File: src/rtl/load_unit_if.sv
// Load-unit bus bundle: request handshake, memory read port and response.
interface load_unit_if #(
  parameter int ADDR_W = 32
);
  logic              req_valid;
  logic              req_ready;
  logic [ADDR_W-1:0] req_addr;
  logic [1:0]        req_size;
  logic              req_signed;
  logic [ADDR_W-1:0] mem_addr;
  logic [31:0]       mem_rdata;
  logic              rsp_valid;
  logic [31:0]       rsp_data;
  logic              rsp_misalign;
  logic              busy;

  // Requester / memory side
  modport master (
    output req_valid, req_addr, req_size, req_signed, mem_rdata,
    input  req_ready, mem_addr, rsp_valid, rsp_data, rsp_misalign, busy
  );

  // Load unit side
  modport slave (
    input  req_valid, req_addr, req_size, req_signed, mem_rdata,
    output req_ready, mem_addr, rsp_valid, rsp_data, rsp_misalign, busy
  );
endinterface

File: src/rtl/load_unit.sv
// Load path of the multicycle CPU: word-aligned read, lane select,
// sign/zero extension, one-cycle response pulse; misaligned requests
// are answered directly without touching memory.
module load_unit #(
  parameter int MEM_LATENCY = 1,
  parameter int ADDR_W      = 32
) (
  input  logic      clk,
  input  logic      reset,
  load_unit_if.slave lu
);

  typedef enum logic [1:0] {
    IDLE,
    WAIT,
    RESP
  } state_t;

  state_t            state_q, state_d;
  logic [3:0]        cnt_q, cnt_d;
  logic [1:0]        size_q;
  logic [1:0]        lane_q;
  logic              sign_q;
  logic [ADDR_W-1:0] mem_addr_q;
  logic [31:0]       data_q;
  logic              mis_q;

  logic              accept;
  logic              req_err;
  logic              capture;
  logic [31:0]       load_data;
  logic              ready_o, busy_o, valid_o;

  assign accept  = (state_q == IDLE) && lu.req_valid;
  assign capture = (state_q == WAIT) && (cnt_q == 4'd1);

  // Alignment / reserved-size check on the incoming request
  always_comb begin
    req_err = 1'b0;
    case (lu.req_size)
      2'b00:   req_err = (lu.req_addr[1:0] != 2'b00);
      2'b01:   req_err = lu.req_addr[0];
      2'b10:   req_err = 1'b0;
      default: req_err = 1'b1;
    endcase
  end

  // Lane select and extension of the returning memory word
  always_comb begin
    logic [7:0]  b;
    logic [15:0] h;
    b = '0;
    h = '0;
    load_data = lu.mem_rdata;
    case (lane_q)
      2'd0:    b = lu.mem_rdata[7:0];
      2'd1:    b = lu.mem_rdata[15:8];
      2'd2:    b = lu.mem_rdata[23:16];
      default: b = lu.mem_rdata[31:24];
    endcase
    h = lane_q[1] ? lu.mem_rdata[31:16] : lu.mem_rdata[15:0];
    case (size_q)
      2'b01:   load_data = {{16{sign_q & h[15]}}, h};
      2'b10:   load_data = {{24{sign_q & b[7]}}, b};
      default: load_data = lu.mem_rdata;
    endcase
  end

  // State register
  always_ff @(posedge clk or negedge reset) begin
    if (!reset) state_q <= IDLE;
    else        state_q <= state_d;
  end

  // Next-state logic
  always_comb begin
    state_d = state_q;
    case (state_q)
      IDLE:    if (lu.req_valid) state_d = req_err ? RESP : WAIT;
      WAIT:    if (cnt_q == 4'd1) state_d = RESP;
      RESP:    state_d = IDLE;
      default: state_d = IDLE;
    endcase
  end

  // FSM outputs
  always_comb begin
    ready_o = 1'b0;
    busy_o  = 1'b1;
    valid_o = 1'b0;
    case (state_q)
      IDLE: begin
        ready_o = 1'b1;
        busy_o  = 1'b0;
      end
      RESP:    valid_o = 1'b1;
      default: ;
    endcase
  end

  // Latency counter next value
  always_comb begin
    cnt_d = cnt_q;
    if (accept && !req_err)   cnt_d = 4'(MEM_LATENCY);
    else if (state_q == WAIT) cnt_d = cnt_q - 4'd1;
  end

  // Request latch, memory address, counter and response registers
  always_ff @(posedge clk or negedge reset) begin
    if (!reset) begin
      cnt_q      <= '0;
      size_q     <= '0;
      lane_q     <= '0;
      sign_q     <= 1'b0;
      mem_addr_q <= '0;
      data_q     <= '0;
      mis_q      <= 1'b0;
    end else begin
      cnt_q <= cnt_d;
      if (accept) begin
        size_q <= lu.req_size;
        lane_q <= lu.req_addr[1:0];
        sign_q <= lu.req_signed;
        if (req_err) begin
          // Error response is visible in the very next cycle
          data_q <= '0;
          mis_q  <= 1'b1;
        end else begin
          mem_addr_q <= {lu.req_addr[ADDR_W-1:2], 2'b00};
        end
      end
      if (capture) begin
        data_q <= load_data;
        mis_q  <= 1'b0;
      end
    end
  end

  assign lu.req_ready    = ready_o;
  assign lu.busy         = busy_o;
  assign lu.rsp_valid    = valid_o;
  assign lu.mem_addr     = mem_addr_q;
  assign lu.rsp_data     = data_q;
  assign lu.rsp_misalign = mis_q;

endmodule

File: src/flat_wrapper.sv
// flat-port wrapper written by rule: the top's interface ports become plain ports
module load_unit_flat 
#(
  parameter int MEM_LATENCY = 1,
  parameter int ADDR_W      = 32
)
  (clk, reset, lu_req_valid, lu_req_addr, lu_req_size, lu_req_signed, lu_mem_rdata, lu_req_ready, lu_mem_addr, lu_rsp_valid, lu_rsp_data, lu_rsp_misalign, lu_busy);
  load_unit_if #(.ADDR_W(ADDR_W)) lu_i ();
  input  logic clk;
  input  logic reset;
  input wire logic [$bits(lu_i.req_valid)-1:0] lu_req_valid;
  input wire logic [$bits(lu_i.req_addr)-1:0] lu_req_addr;
  input wire logic [$bits(lu_i.req_size)-1:0] lu_req_size;
  input wire logic [$bits(lu_i.req_signed)-1:0] lu_req_signed;
  input wire logic [$bits(lu_i.mem_rdata)-1:0] lu_mem_rdata;
  output wire logic [$bits(lu_i.req_ready)-1:0] lu_req_ready;
  output wire logic [$bits(lu_i.mem_addr)-1:0] lu_mem_addr;
  output wire logic [$bits(lu_i.rsp_valid)-1:0] lu_rsp_valid;
  output wire logic [$bits(lu_i.rsp_data)-1:0] lu_rsp_data;
  output wire logic [$bits(lu_i.rsp_misalign)-1:0] lu_rsp_misalign;
  output wire logic [$bits(lu_i.busy)-1:0] lu_busy;
  assign lu_i.req_valid = lu_req_valid;
  assign lu_i.req_addr = lu_req_addr;
  assign lu_i.req_size = lu_req_size;
  assign lu_i.req_signed = lu_req_signed;
  assign lu_i.mem_rdata = lu_mem_rdata;
  assign lu_req_ready = lu_i.req_ready;
  assign lu_mem_addr = lu_i.mem_addr;
  assign lu_rsp_valid = lu_i.rsp_valid;
  assign lu_rsp_data = lu_i.rsp_data;
  assign lu_rsp_misalign = lu_i.rsp_misalign;
  assign lu_busy = lu_i.busy;
  load_unit #(.MEM_LATENCY(MEM_LATENCY), .ADDR_W(ADDR_W)) u_core (.clk(clk), .reset(reset), .lu(lu_i));
endmodule
File: config.mk
export PLATFORM = sky130hd
export DESIGN_NAME = load_unit_flat
export DESIGN_NICKNAME = d
export VERILOG_FILES = /design/src/rtl/load_unit_if.sv /design/src/rtl/load_unit.sv /design/src/flat_wrapper.sv
export SDC_FILE = /design/constraint.sdc
export NUM_CORES = 1
export LEC_CHECK = 0
export ABC_AREA = 1
export CORE_UTILIZATION = 45
export DETAILED_ROUTE_END_ITERATION = 6
export GPL_TIMING_DRIVEN = 1
export PLACE_DENSITY = 0.77
export SLEW_MARGIN = 5
export SYNTH_ARGS = -nofsm -noshare
export SYNTH_HDL_FRONTEND = slang
export SYNTH_SLANG_ARGS = --single-unit
File: constraint.sdc
create_clock -name clk -period 4.2 [get_ports clk]
set_input_delay 1.05 -clock clk [delete_from_list [all_inputs] [get_ports clk]]
set_output_delay 1.05 -clock clk [all_outputs]
set_load 0.02 [all_outputs]
# Word-level counts from Yosys, hierarchy flattened
# Index checks and enable logic that the tools add are counted.
dict set report word_totals {
  memories 0
  inputBits 70
  ff_bits 74
  rom_bits 0
  ram_bits 0
  latch_bits 0
}
dict set report classes {
  mux 19
  n_shift 0
  addsub 1
  bitwise_logic 3
  eq_ne 11
  div_mod_pow 0
  magnitude_cmp 0
  mul 0
  n_reduce_logical 14
}
# operator n
set op_table {}
lappend op_table {{32-bit 2-to-1 mux} 3}
lappend op_table {{32-bit one-hot mux with 2 select lines} 1}
lappend op_table {{8-bit one-hot mux with 3 select lines} 1}
lappend op_table {{16-bit 2-to-1 mux} 1}
lappend op_table {{2-bit by 1-bit equality test with 1-bit output, second input constant} 4}
lappend op_table {{2-bit equality test, second input constant} 4}
lappend op_table {{4-bit 2-to-1 mux} 2}
lappend op_table {{2-bit nonzero test} 4}
lappend op_table {{2-bit logical NOT} 3}
lappend op_table {{1-bit 2-to-1 mux} 6}
lappend op_table {{2-bit 2-to-1 mux} 3}
lappend op_table {{2-bit AND reduction} 3}
lappend op_table {{4-bit by 1-bit equality test with 1-bit output, second input constant} 1}
lappend op_table {{2-bit inequality test, second input constant} 2}
lappend op_table {{2-bit one-hot mux with 2 select lines} 1}
lappend op_table {{4-bit by 1-bit subtractor with 4-bit output, second input constant} 1}
lappend op_table {{1-bit logical AND} 3}
lappend op_table {{1-bit one-hot mux with 3 select lines} 1}
lappend op_table {{1-bit AND} 2}
lappend op_table {{1-bit logical NOT} 1}
lappend op_table {{1-bit inverter} 1}

# Logic depth before layout (Yosys ltp)
# Gate-level depths: netlist of the first run.
dict set report logic_depth {
  ltp_word 5
  depth_mapped 11
  depth_no_buf 9
}

# Least setup slack after synthesis of the first run
# Ideal clock, no wire load.
dict set report synth_path {
  path_kind {input to register}
  startpoint {in lu_mem_rdata[23]}
  endpoint {reg u_core.data_q[24], in the netlist u_core.lu.rsp_data[24]}
  path_stages 7
  setup_slack_ns 2.308
  arrival_ns 1.775
  setup_time_ns 0.117
  cell_sequence {o21ai_0 -> nand2_2 -> nand3_4 -> nand3_4 -> buf_8 -> nand2_2 -> nand2_1}
}
dict set report synth_via {
  elab_chain_cells 4
}
# element line
set synth_rtl {}
lappend synth_rtl {{start: declaration} flat_wrapper.sv:15} ;# input wire logic [$bits(lu_i.mem_rdata)-1:0] lu_mem_rdata;
lappend synth_rtl {{8-bit one-hot mux with 3 select lines} load_unit.sv:55} ;# case (lane_q)
lappend synth_rtl {{1-bit AND} load_unit.sv:64} ;# 2'b10: load_data = {{24{sign_q & b[7]}}, b};
lappend synth_rtl {{32-bit one-hot mux with 2 select lines} load_unit.sv:62} ;# case (size_q)
lappend synth_rtl {{32-bit 2-to-1 mux} load_unit.sv:132} ;# if (capture) begin
lappend synth_rtl {{end signal: assignment} load_unit.sv:133} ;# data_q <= load_data;
lappend synth_rtl {{end: declaration} load_unit.sv:25} ;# logic [31:0] data_q;
# No other way between the ends.
# A chain may end at the register's enable or synchronous reset.

# Final worst setup path of the first run
dict set report layout_path {
  startpoint {reg u_core.state_q[1]}
  endpoint {out lu_rsp_valid}
}
dict set report layout_via {
  elab_chain_cells 2
}
# element line
set layout_rtl {}
lappend layout_rtl {{start: declaration} load_unit.sv:19} ;# state_t state_q, state_d;
lappend layout_rtl {{start signal: assignment} load_unit.sv:72} ;# else state_q <= state_d;
lappend layout_rtl {{2-bit equality test} load_unit.sv:91} ;# case (state_q)
lappend layout_rtl {{1-bit 2-to-1 mux} load_unit.sv:91}
lappend layout_rtl {{end: declaration} flat_wrapper.sv:18} ;# output wire logic [$bits(lu_i.rsp_valid)-1:0] lu_rsp_valid;
# No other way between the ends.

==> results, run 1 <==
- The kind of capture point of the worst setup path is a primary output.
- The area growth from synthesis to layout is 38.5%.
- The ratio of cells with drive above 1 in the final layout is 0.0656.
- In this run the core area contains 33 standard-cell rows.
- After synthesis the cells add up to 3900 um^2.
- The post-CTS setup buffer count is 0.
- The final cell count without fillers is 760.
- The remaining antenna violation count after routing is 0.
- The fraction of the cycle the final worst path needs is 0.618.
- The average routed wire per standard cell is 13.9 um.
- Headroom to the max-slew limit came out at 0.309.
- The worst-path maximum fanout is 3.
- The worst ir drop on vdd is 0.470 mV.
- The clock passes through at most 2 buffers.
- The tightest min-delay check is of the reg2reg type.
- The pin slew with the least headroom to its limit is 1.03 ns.
- The final standard cell utilization of the core is 0.651.
- Data arrives at the worst endpoint at 1.54 ns.
- In the global route stage, met1 resource usage came out at 0.308.
- The multiplexer share of the synthesized area is 0.
- The weighted congestion reported at the end of routability-driven placement is 0.884.
- Derived from the worst setup path, the maximum achievable clock frequency is 0.386 GHz.
- The total setup violations reported at the end of the flow is 0.
- The library cells used most frequently in the layout, excluding fill and tap cells, are 213 x sky130_fd_sc_hd__nand2_1, 134 x sky130_fd_sc_hd__clkdlybuf4s50_1, 74 x sky130_fd_sc_hd__dfrtp_1.
- The total clock buffers created by CTS is 9.
- The routed layout has 3895 vias.
- The share of async-settable or async-resettable flops after synthesis is 1.00.
- The dominant combinational cell family by area after synthesis is simple AND/OR/NAND/NOR gates.
- STA puts the critical path data required time at 3.15 ns.
- The total negative slack is 0 ns.
- The clock root buffer is sky130_fd_sc_hd__clkbuf_8.
- The compound-gate portion of the synthesized area is 0.0603.
- Of the total synthesized cell area, the portion taken by full adders, half adders and majority gates is 0.0128.
- From left edge to right edge, the die measures 95.1 um.
- The startpoint type of the worst setup path is a flip-flop.
- The worst path needs 2.59 ns of the cycle, external delays included.
- The antenna cell count is 0.
- The count of instances resized after the clock tree is built is 0.
- The final-stage net count is 724.
- For this configuration, the core starts out at a cell density of 0.470.
- Of the total synthesized cell area, the portion taken by XOR and XNOR cells is 0.00225.
- The most congested layer reported by global routing is met2.
- After the first detailed-routing iteration, the DRC count stood at 228.
- The total wire length after detailed routing is 10.5 mm.
- The total track usage is 0.242.
- The commonest register cell after synthesis is sky130_fd_sc_hd__dfrtp_1.
- The number of antenna violations at the first check in global routing came to 0.
- In this run the vertical extent of the chip is 95.1 um.
- The via count of the first global-routing pass is 3720.
- The max-slew violation total from the final report is 0.
- The number of vias per cell after detailed routing is 5.13.
- Detailed placement finished with a half-perimeter wire length of 7.32 mm.
- The CTS clock-pin slew for the worst setup and hold paths is 0.08 ns.
- The count of final hold-check violations came to 0.
- The detailed-routing iteration count for the pre-antenna-repair pass is 5.
- The clock sink count is 74.
- In the post-route analysis, the smallest setup slack over all paths is 1.61 ns.
- The kind of critical path is reg2out.
- The share of the synthesized area in the top cell type is 0.475.
- The number of top-level pins is 138.
- The DRC violations left is 0.
- The Yosys step of the flow raised 0 warnings.
- For this run, global-route usage on met2 was measured as 0.374.
- Of the total synthesized cell area, the portion taken by AND, OR, NAND and NOR gates is 0.376.
- Setup repair after global routing left no endpoint under its margin.
- After synthesis the netlist holds a flip-flop and latch count of 74.
- The share of the Yosys chip area taken by registers is 0.475.
- The global-route met3 utilization is 0.0909.
- The total power is 0.00404 W.
- Each instance of the synthesized netlist takes up on average 7.36 um^2.
- Including well taps, the total number of placed cells is 744.
- The setup clock skew after layout is 0.0111 ns.
- The maximum number of pins on one net before global-route repair is 75.
- TritonCTS built the clock tree.
- The cell depth of the worst flop-to-flop path is 6.
- In this run the number of H-tree levels came out at 3.
- The later pin in the worst-skew pair is clocked with a latency of 0.35 ns.
- The unique cell type count in the Yosys netlist is 27.
- Yosys mapped a number of flops with a built-in enable equal to 0.
- The total grt overflow is 0.
- The die covers 9050 um^2.
- The tool flagged a number of max-cap violations equal to 0.
- Timing analysis after detailed placement gives a worst setup slack of 1.35 ns.
- The static power due to leakage is 2.73 nW.
- Power spread over the standard cell area amounts to 748 nW/um^2.
- The flow ran to the end, and the final reports show no timing, DRC or antenna violations.
- The global-route wire length before repair is 17.0 mm.
- After synthesis, the cell types taking the most area are sky130_fd_sc_hd__dfrtp_1 47%, sky130_fd_sc_hd__nand2_1 20%, sky130_fd_sc_hd__nand3_1 6.4%.
- Leaving out fill and tap cells, the most frequent cell in the layout is sky130_fd_sc_hd__nand2_1.
- In the synthesized netlist, the number of instances is 530.
- The number of hold buffers added after CTS was 0.
- The number of I/O port buffers is 135.
- The number of cells on the worst hold path is 2.
- The area of the core is 8300 um^2.
- The largest total area in the synthesized netlist belongs to sky130_fd_sc_hd__dfrtp_1.
## synthesized netlist by cell type, types with 2 or more instances
master                       n
sky130_fd_sc_hd__nor2_4      2
sky130_fd_sc_hd__buf_4       3
sky130_fd_sc_hd__buf_2      17
sky130_fd_sc_hd__nand3_4     2
sky130_fd_sc_hd__o211ai_1    7
sky130_fd_sc_hd__buf_6       2
sky130_fd_sc_hd__inv_1      25
sky130_fd_sc_hd__o21ai_0    16
sky130_fd_sc_hd__nor2_1     63
sky130_fd_sc_hd__inv_2       4
sky130_fd_sc_hd__nand2_1   213
sky130_fd_sc_hd__a21oi_1    18
sky130_fd_sc_hd__ha_1        4
sky130_fd_sc_hd__nand2_2    14
sky130_fd_sc_hd__dfrtp_1    74
sky130_fd_sc_hd__nand3_1    50
sky130_fd_sc_hd__clkbuf_1    6
## through the flow
| step | instance area (um^2) | hold slack [ns] |
|---|---|---|
| after floorplan | 3910 | 0.481 |
| after global placement | 5230 | 0.461 |
| after detailed placement | 5230 | 0.464 |
| after CTS | 5400 | 0.488 |
| after global routing | 5400 | 0.507 |
| final | 5400 | 0.482 |
## worst max-delay path, cell delays in order, from the launching register on
cell,delay (ns)
sky130_fd_sc_hd__dfrtp_1,0.46
sky130_fd_sc_hd__inv_1,0.06
sky130_fd_sc_hd__nor2_1,0.08
sky130_fd_sc_hd__clkdlybuf4s50_1,0.60
## power by group
| part | internal [W] | switching [W] |
|---|---|---|
| logic | 0.000937 | 0.00135 |
| clock network | 0.000228 | 0.000264 |
| registers | 0.00103 | 0.000239 |
## sequential cells by signal, summed over array words and instances, names as in the netlist
| register | count |
|---|---|
| u_core.sign_q | 1 |
| u_core.cnt_q | 4 |
| u_core.state_q | 2 |
| u_core.lu.mem_addr | 30 |
| u_core.lane_q | 2 |
| u_core.lu.rsp_data | 32 |
| u_core.lu.rsp_misalign | 1 |
| u_core.size_q | 2 |
## layer usage
| metal | up-vias | wire length (um) |
|---|---|---|
| met5 | - | 0 |
| met4 | 0 | 236 |
| met1 | 1773 | 4440 |
| met3 | 25 | 1180 |
| li1 | 1888 | - |
| met2 | 209 | 4680 |
## cell type report
cell class                 count  area (um^2)
fill                         724         2900
sequential                    74         1850
multi-input combinational    398         1770
timing repair buffer         137         1360
clock buffer                  11          141
tap                          105          131
inverter                      30          118
clock inverter                 5         30.0
## logic make-up (layout without fill, tap and decap cells)
| kind of cell | count (synthesis) | after routing |
|---|---|---|
| compound gates | 43 | 43 |
| xor+xnor | 1 | 1 |
| fa+ha+maj | 4 | 4 |
| simple gates | 348 | 348 |
| other cells | 1 | 2 |
| flops | 74 | 74 |
| buf+inv | 59 | 183 |
## final timing paths
check	startpoint	to	slack, ns
min	u_core.lu.mem_addr[25]$_DFFE_PN0P_	u_core.lu.mem_addr[25]$_DFFE_PN0P_	0.48
max	u_core.state_q[1]$_DFFE_PN0P_	lu_rsp_valid	1.61
min in group asynchronous	reset	u_core.lu.rsp_data[1]$_DFFE_PN0P_	0.83
max reg2reg	u_core.size_q[0]$_DFFE_PN0P_	u_core.lu.rsp_data[25]$_DFFE_PN0P_	1.62
min reg2reg	u_core.lu.mem_addr[25]$_DFFE_PN0P_	u_core.lu.mem_addr[25]$_DFFE_PN0P_	0.48
max in group asynchronous	reset	u_core.lu.mem_addr[3]$_DFFE_PN0P_	2.77
(Power assumes the default switching activity.)
==> inputs of run 2 (changes only) <==
- clock period: 4.2 -> 2.6 ns (I/O delays scaled with it)
==> run 2 against run 1 <==
  * Clock skew decreased by 0.0021 ns
  * Clock power up 92%
  * Via count rose by 0.41%
  * Count of clock-buffer cells in the layout did not move
  * Sequential cell count unchanged
  * Critical endpoint is now u_core.lu.rsp_data[15]$_DFFE_PN0P_
  * Largest power group unchanged
==> results, run 2 (synthesis results as in run 1) <==
- The switching share of power came to 0.450 (was 0.458).
- The number of filler instances in the final layout is 732 (was 724).
- The violation count after the first detailed-route iteration came to 247 (was 228).
- The most congested layer reported by global routing was met2 (unchanged).
- The clock network fraction of total power is 0.141 (was 0.122).
- The global-route wire length before repair is 17.6 mm (was 17.0 mm).
- The critical path data required time is 2.84 ns (was 3.15 ns).
- The number of top-level pins is 138 (unchanged).
- The clock root buffer is sky130_fd_sc_hd__clkbuf_8 (unchanged).
- The floorplan row count is 33 (unchanged).
- The CTS tree is built (unchanged).
- The relative area change from synthesis to final layout was 40.6% (was 38.5%).
- The internal power component is 0.00371 W (was 0.00219 W).
- The number of hold-repair buffers added at the cts stage is 0 (unchanged).
- The number of vias per cell after detailed routing is 5.12 (was 5.13).
- The final standard cell utilization of the core was 0.661 (was 0.651).
- The combinational cell fraction of total power is 0.554 (was 0.565).
- Outcome: complete, no violations (unchanged).
- The path type of the worst min-delay path is in2async (was reg2reg).
- The worst slew slack as a fraction of its limit is 0.386 (was 0.309).
- The worst ir drop on vdd was 0.674 mV (was 0.470 mV).
- The multi-input gate area in the final layout was 1770 um^2 (unchanged).
- RSZ-0062 raised after global routing: no (unchanged).
- The via count of the first global-routing pass is 3691 (was 3720).
- The total grt overflow is 0 (unchanged).
- The ratio of cells with drive above 1 in the final layout is 0.0728 (was 0.0656).
- The startpoint type of the worst setup path is a flip-flop (unchanged).
- The area of the core is 8300 um^2 (unchanged).
- The static power due to leakage came to 2.77 nW (was 2.73 nW).
- The number of antenna violations at the first check in global routing came to 0 (unchanged).
- The worst-path maximum fanout is 19 (was 3).
- The detailed-routing iteration count for the pre-antenna-repair pass came to 4 (was 5).
- The data arrival at the endpoint of the critical path is 2.46 ns (was 1.54 ns).
- The kind of critical path is reg2reg (was reg2out).
- The post-CTS setup buffer count is 0 (unchanged).
- The total number of H-tree levels is 3 (unchanged).
- The net switching power is 0.00303 W (was 0.00185 W).
- The number of flip-flops in the largest register is 32 (unchanged).
- Commonest cells after routing, fill and taps aside: 213 x sky130_fd_sc_hd__nand2_1, 134 x sky130_fd_sc_hd__clkdlybuf4s50_1, 74 x sky130_fd_sc_hd__dfrtp_1 (unchanged).
- The maximum number of pins on one net before global-route repair is 75 (unchanged).
- The pin slew with the least headroom to its limit is 0.920 ns (was 1.03 ns).
- The clock latency of the later-clocked register in the worst-skew pair was 0.35 ns (about the same).
- The total negative slack is 0 ns (unchanged).
- The count of instances resized after the clock tree is built is 0 (unchanged).
- The delay contributed by the slowest stage of the critical path is 0.62 ns (was 0.60 ns).
- The number of buffer and inverter stages on the critical path is 3 (was 2).
- Derived from the worst setup path, the maximum achievable clock frequency is 0.450 GHz.
- The flip-flop and latch area came to 1850 um^2 (unchanged).
- The kind of capture point of the worst setup path is a flip-flop (was primary output).
- The weighted congestion reported at the end of routability-driven placement was 0.903 (was 0.884).
- The chip height is 95.1 um (unchanged).
- Cells along the critical path: inv_1 > ha_1 > inv_1 > buf_4 > nor2_1 > nor2_1 > nand2_1 > nand2_1 (was inv_1 > nor2_1 > clkdlybuf4s50_1).
- The total of max-cap violations is 0 (unchanged).
- The CTS clock-pin slew for the worst setup and hold paths came to 0.08 ns (about the same).
- The count of final hold-check violations is 0 (unchanged).
- The initial core utilization is 0.470 (unchanged).
- The total clock buffers created by CTS is 9 (unchanged).
- The global routing met2 resource utilization is 0.386 (was 0.374).
- The average routed wire per standard cell is 14.0 um (was 13.9 um).
- The slowest cell on the critical path is sky130_fd_sc_hd__ha_1 (was sky130_fd_sc_hd__clkdlybuf4s50_1).
- The die extent in x is 95.1 um (unchanged).
- The leading cell type in the layout, fill and taps excluded is sky130_fd_sc_hd__nand2_1 (unchanged).
- The setup clock skew after layout is 0.00898 ns (was 0.0111 ns).
- The total track usage is 0.250 (was 0.242).
- The DRC violations left was 0 (unchanged).
- The maximum count of clock buffers along a single path is 2 (unchanged).
- The final-stage net count is 728 (was 724).
- The total setup violations reported at the end of the flow is 0 (unchanged).
- The portion of total power attributed to sequential cells was 0.305 (was 0.313).
- The area enclosed by the die boundary is 9050 um^2 (unchanged).
- The remaining antenna violation count after routing is 0 (unchanged).
- The family with the most delay on the worst path is buffers and inverters (unchanged).
- Dividing the final minimum period by the clock period gives 0.854.
- The HPWL after detailed placement is 7.73 mm (was 7.32 mm).
- The total power per unit cell area is 1230 nW/um^2 (was 748 nW/um^2).
- The antenna cell count is 0 (unchanged).
- The number of I/O port buffers is 135 (unchanged).
- The max-slew violation total from the final report is 0 (unchanged).
- The total wire length after detailed routing was 10.7 mm (was 10.5 mm).
- The clock sink count is 74 (unchanged).
- The global-route met3 utilization is 0.0742 (was 0.0909).
- The via count is 3911 (was 3895).
- The met1 usage came to 0.330 (was 0.308).
- The worst path in the final design needs a cycle of 2.22 ns, including I/O delays and setup.
-- run 2: cell types whose count changed in the layout (fill, tap and decap cells not counted), sizes merged --
| cell | change |
|---|---|
| buf | +4 |
| bufinv | +1 |
| clkinv | -2 |
| clkinvlp | -1 |
| inv | +2 |
-- run 2: final timing paths --
kind	startpoint	endpoint	slack, ns	cells past startpoint
min in group clk	u_core.lu.mem_addr[28]$_DFFE_PN0P_	u_core.lu.mem_addr[28]$_DFFE_PN0P_	0.48	2
hold / removal	reset	u_core.lu.rsp_data[11]$_DFFE_PN0P_	0.42	1
max in group asynchronous	reset	u_core.lu.mem_addr[31]$_DFFE_PN0P_	1.57	1
setup / recovery	u_core.size_q[0]$_DFFE_PN0P_	u_core.lu.rsp_data[15]$_DFFE_PN0P_	0.38	8
hold reg to reg	u_core.lu.mem_addr[28]$_DFFE_PN0P_	u_core.lu.mem_addr[28]$_DFFE_PN0P_	0.48	2
setup reg to reg	u_core.size_q[0]$_DFFE_PN0P_	u_core.lu.rsp_data[15]$_DFFE_PN0P_	0.38	8
-- run 2: metal layers --
| metal | wire [um] | vias up |
|---|---|---|
| met4 | 193 | 0 |
| met5 | 0 | - |
| met1 | 4550 | 1803 |
| met2 | 4920 | 188 |
| li1 | - | 1900 |
| met3 | 1060 | 20 |
-- run 2: per-stage QoR --
step | setup WS [ns] | hold WS (ns) | std cells | instance area, um^2 | power (W)
floorplan | 1.01 | 0.354 | 531 | 3910 | 0.00433
finish | 0.380 | 0.422 | 764 | 5490 | 0.00674
global route | 0.187 | 0.511 | 764 | 5490 | 0.00724
detailed placement | 0.342 | 0.467 | 748 | 5280 | 0.00578
global placement | 0.430 | 0.462 | 748 | 5280 | 0.00570
CTS | 0.358 | 0.461 | 764 | 5490 | 0.00677
-- run 2: final cells by class --
type / count / share of cell area
timing repair buffer: 141 / 0.256
multi-input combinational: 398 / 0.322
sequential: 74 / 0.338
inverter: 30 / 0.0214
clock buffer: 11 / 0.0276
tap: 105 / 0.0239
clock inverter: 5 / 0.0109
-- run 2: power by group through the flow --
stage / Sequential, W / Combinational [W] / Clock (W)
floorplan: 0.00249 / 0.00184 / 0
global placement: 0.00206 / 0.00363 / 0
detailed placement: 0.00205 / 0.00373 / 0
CTS: 0.00206 / 0.00374 / 0.000970
global route: 0.00212 / 0.00410 / 0.00102
finish: 0.00206 / 0.00373 / 0.000947
==> inputs of run 3 (changes only) <==
- CORE_UTILIZATION: 45 -> 35
- PLACE_DENSITY: 0.77 -> 0.62
- SETUP_SLACK_MARGIN: default -> 0.05
==> run 3 against run 2 <==
  * Sequential power about the same
  * Sequential cell count unchanged
  * Largest power group unchanged
  * Routed wire length up 2.1%
  * Critical endpoint is now lu_rsp_valid
  * Largest cell class unchanged
  * Worst hold slack worse by 0.13 ns
  * Global-route usage down 5.2 points
  * Non-clock buffer count unchanged
  * Clock skew up 0.011 ns
==> results, run 3 (synthesis results as in run 1) <==
- Outcome: complete, no violations (unchanged).
- The maximum frequency from static timing analysis came to 0.452 GHz (was 0.450 GHz).
- The number of buffer and inverter stages on the critical path is 2 (was 3).
- The data arrival at the endpoint of the critical path came to 1.56 ns (was 2.46 ns).
- The critical path data required time was 1.95 ns (was 2.84 ns).
- The slowest cell on the critical path is sky130_fd_sc_hd__clkdlybuf4s50_1 (was sky130_fd_sc_hd__ha_1).
- The delay contributed by the slowest stage of the critical path was 0.60 ns (was 0.62 ns).
- The clock latency of the later-clocked register in the worst-skew pair is 0.35 ns (about the same).
- The pin slew with the least headroom to its limit was 0.775 ns (was 0.920 ns).
- The post-CTS setup buffer count is 0 (unchanged).
- The initial core utilization is 0.360 (was 0.470).
- The final critical path time including I/O delays and setup is 2.21 ns (was 2.22 ns).
- The worst slew slack as a fraction of its limit is 0.483 (was 0.386).
- The relative area change from synthesis to final layout was 41.3% (was 40.6%).
- The total wire length after detailed routing came to 10.9 mm (was 10.7 mm).
- The average routed wire per standard cell is 13.7 um (was 14.0 um).
- The die extent in x is 108 um (was 95.1 um).
- The number of top-level pins was 138 (unchanged).
- The worst ir drop on vdd is 0.569 mV (was 0.674 mV).
- The pre-CTS setup slack came to 0.422 ns (was 0.342 ns).
- The path type of the worst min-delay path is in2async (unchanged).
- The end of the worst register-to-register path is u_core.lu.rsp_data[29]$_DFFE_PN0P_ (was u_core.lu.rsp_data[15]$_DFFE_PN0P_).
- The CTS tree is built (unchanged).
- The maximum number of pins on one net before global-route repair is 75 (unchanged).
- The leading cell type in the layout, fill and taps excluded is sky130_fd_sc_hd__nand2_1 (unchanged).
- The global-route wire length before repair is 18.1 mm (was 17.6 mm).
- The maximum count of clock buffers along a single path is 2 (unchanged).
- The detailed-routing iteration count for the pre-antenna-repair pass came to 4 (unchanged).
- The total negative slack is 0 ns (unchanged).
- Commonest cells after routing, fill and taps aside: 213 x sky130_fd_sc_hd__nand2_1, 134 x sky130_fd_sc_hd__clkdlybuf4s50_1, 74 x sky130_fd_sc_hd__dfrtp_1 (unchanged).
- The startpoint type of the worst setup path is a flip-flop (unchanged).
- The weighted congestion reported at the end of routability-driven placement came to 0.817 (was 0.903).
- The number of vias per cell after detailed routing is 4.71 (was 5.12).
- The floorplan row count is 38 (was 33).
- The family with the most delay on the worst path is buffers and inverters (unchanged).
- The chip height is 108 um (was 95.1 um).
- The static power due to leakage is 2.76 nW (was 2.77 nW).
- The total of max-cap violations is 0 (unchanged).
- The number of filler instances in the final layout is 1086 (was 732).
- The number of hold-repair buffers added at the cts stage is 0 (unchanged).
- The total grt overflow is 0 (unchanged).
- The post-layout worst setup margin came to 0.387 ns (was 0.380 ns).
- The via count of the first global-routing pass came to 3736 (was 3691).
- The clock sink count was 74 (unchanged).
- RSZ-0062 raised after global routing: no (unchanged).
- The count of instances resized after the clock tree is built is 0 (unchanged).
- The area of the core is 10800 um^2 (was 8300 um^2).
- The area enclosed by the die boundary is 11600 um^2 (was 9050 um^2).
- The kind of capture point of the worst setup path is a primary output (was flip-flop).
- The max-slew violation total from the final report is 0 (unchanged).
- The clock root buffer is sky130_fd_sc_hd__clkbuf_8 (unchanged).
- The remaining antenna violation count after routing came to 0 (unchanged).
- The worst-path maximum fanout is 3 (was 19).
- The CTS clock-pin slew for the worst setup and hold paths is 0.09 ns (was 0.08 ns).
- The number of I/O port buffers is 135 (unchanged).
- The antenna cell count is 0 (unchanged).
- The final-stage net count came to 728 (unchanged).
- The number of antenna violations at the first check in global routing is 0 (unchanged).
- The violation count after the first detailed-route iteration is 157 (was 247).
- The number of stages on the worst setup path came to 3 (was 8).
- The kind of critical path is reg2out (was reg2reg).
- The fraction of the cycle the final worst path needs is 0.851 (was 0.854).
- The total track usage is 0.198 (was 0.250).
- The number of flip-flops in the largest register is 32 (unchanged).
- The ratio of cells with drive above 1 in the final layout is 0.0728 (unchanged).
- The count of final hold-check violations is 0 (unchanged).
- Cells along the critical path: inv_1 > nor2_1 > clkdlybuf4s50_1 (was inv_1 > ha_1 > inv_1 > buf_4 > nor2_1 > nor2_1 > nand2_1 > nand2_1).
- The DRC violations left is 0 (unchanged).
- The total clock buffers created by CTS is 9 (unchanged).
- The cell depth of the worst flop-to-flop path came to 9 (was 8).
- The total power per unit cell area is 1200 nW/um^2 (was 1230 nW/um^2).
- The setup slack of the worst register-to-register path came to 0.59 ns (was 0.38 ns).
- The HPWL after detailed placement is 7.71 mm (was 7.73 mm).
- The total number of H-tree levels is 3 (unchanged).
- The start of the worst register-to-register path is u_core.lane_q[1]$_DFFE_PN0P_ (was u_core.size_q[0]$_DFFE_PN0P_).
- The via count is 3766 (was 3911).
- The total setup violations reported at the end of the flow is 0 (unchanged).
- The setup clock skew after layout came to 0.0199 ns (was 0.00898 ns).
run 3: cell count changes in the layout (fill, tap and decap cells not counted), sizes merged:
cell / before / now
inv: 32 / 30
clkinvlp: 1 / 2
clkbuf: 11 / 10
bufinv: 1 / 0
clkinv: 1 / 4
run 3: report_power, final:
group	switching, W	internal [W]	total [W]	leakage (nW)
clock network	0.000460	0.000373	0.000833	0.0882
registers	0.000380	0.00166	0.00204	0.956
logic	0.00217	0.00155	0.00372	1.72
run 3: how the worst max path moves through the flow:
stage,startpoint,endpoint,slack [ns]
after floorplan,u_core.size_q[0]$_DFFE_PN0P_,u_core.lu.rsp_data[21]$_DFFE_PN0P_,1.01
after CTS,u_core.state_q[1]$_DFFE_PN0P_,lu_rsp_valid,0.35
after detailed placement,lu_req_size[1],u_core.cnt_q[3]$_DFFE_PN0P_,0.42
after global routing,u_core.state_q[1]$_DFFE_PN0P_,lu_rsp_valid,0.32
final,u_core.state_q[1]$_DFFE_PN0P_,lu_rsp_valid,0.39
after global placement,lu_req_size[1],u_core.cnt_q[3]$_DFFE_PN0P_,0.48
run 3: routing by layer:
layer,vias to the layer above,share of wire,GRT usage
li1,1895,-,-
met1,1708,0.45,0.255
met2,151,0.44,0.310
met3,12,0.092,0.0630
met4,0,0.016,0.0714
met5,-,0,0
run 3: layout make-up:
type | count | area (um^2) | area share
clock inverter | 6 | 42.5 | 0.00772
multi-input combinational | 398 | 1770 | 0.321
sequential | 74 | 1850 | 0.336
tap | 140 | 175 | 0.0318
timing repair buffer | 141 | 1420 | 0.257
clock buffer | 10 | 138 | 0.0250
inverter | 30 | 118 | 0.0213
run 3: per-stage QoR:
step                      hold slack, ns  total power, W  cells  area (um^2)   util
after floorplan                    0.354         0.00433    531         3910      -
final                              0.296         0.00659    799         5510  0.508
after CTS                          0.316         0.00668    799         5510  0.508
after detailed placement           0.467         0.00580    783         5330  0.492
after global placement             0.464         0.00577    783         5330  0.492
after global routing               0.323         0.00714    799         5510  0.508
run 3: worst register-to-register path, delay by kind of cell, from the launching register on:
kind	cells	cell delay [ns]
flip-flops	1	0.85
buffers and inverters	1	0.16
AND/OR/NAND/NOR	8	0.88
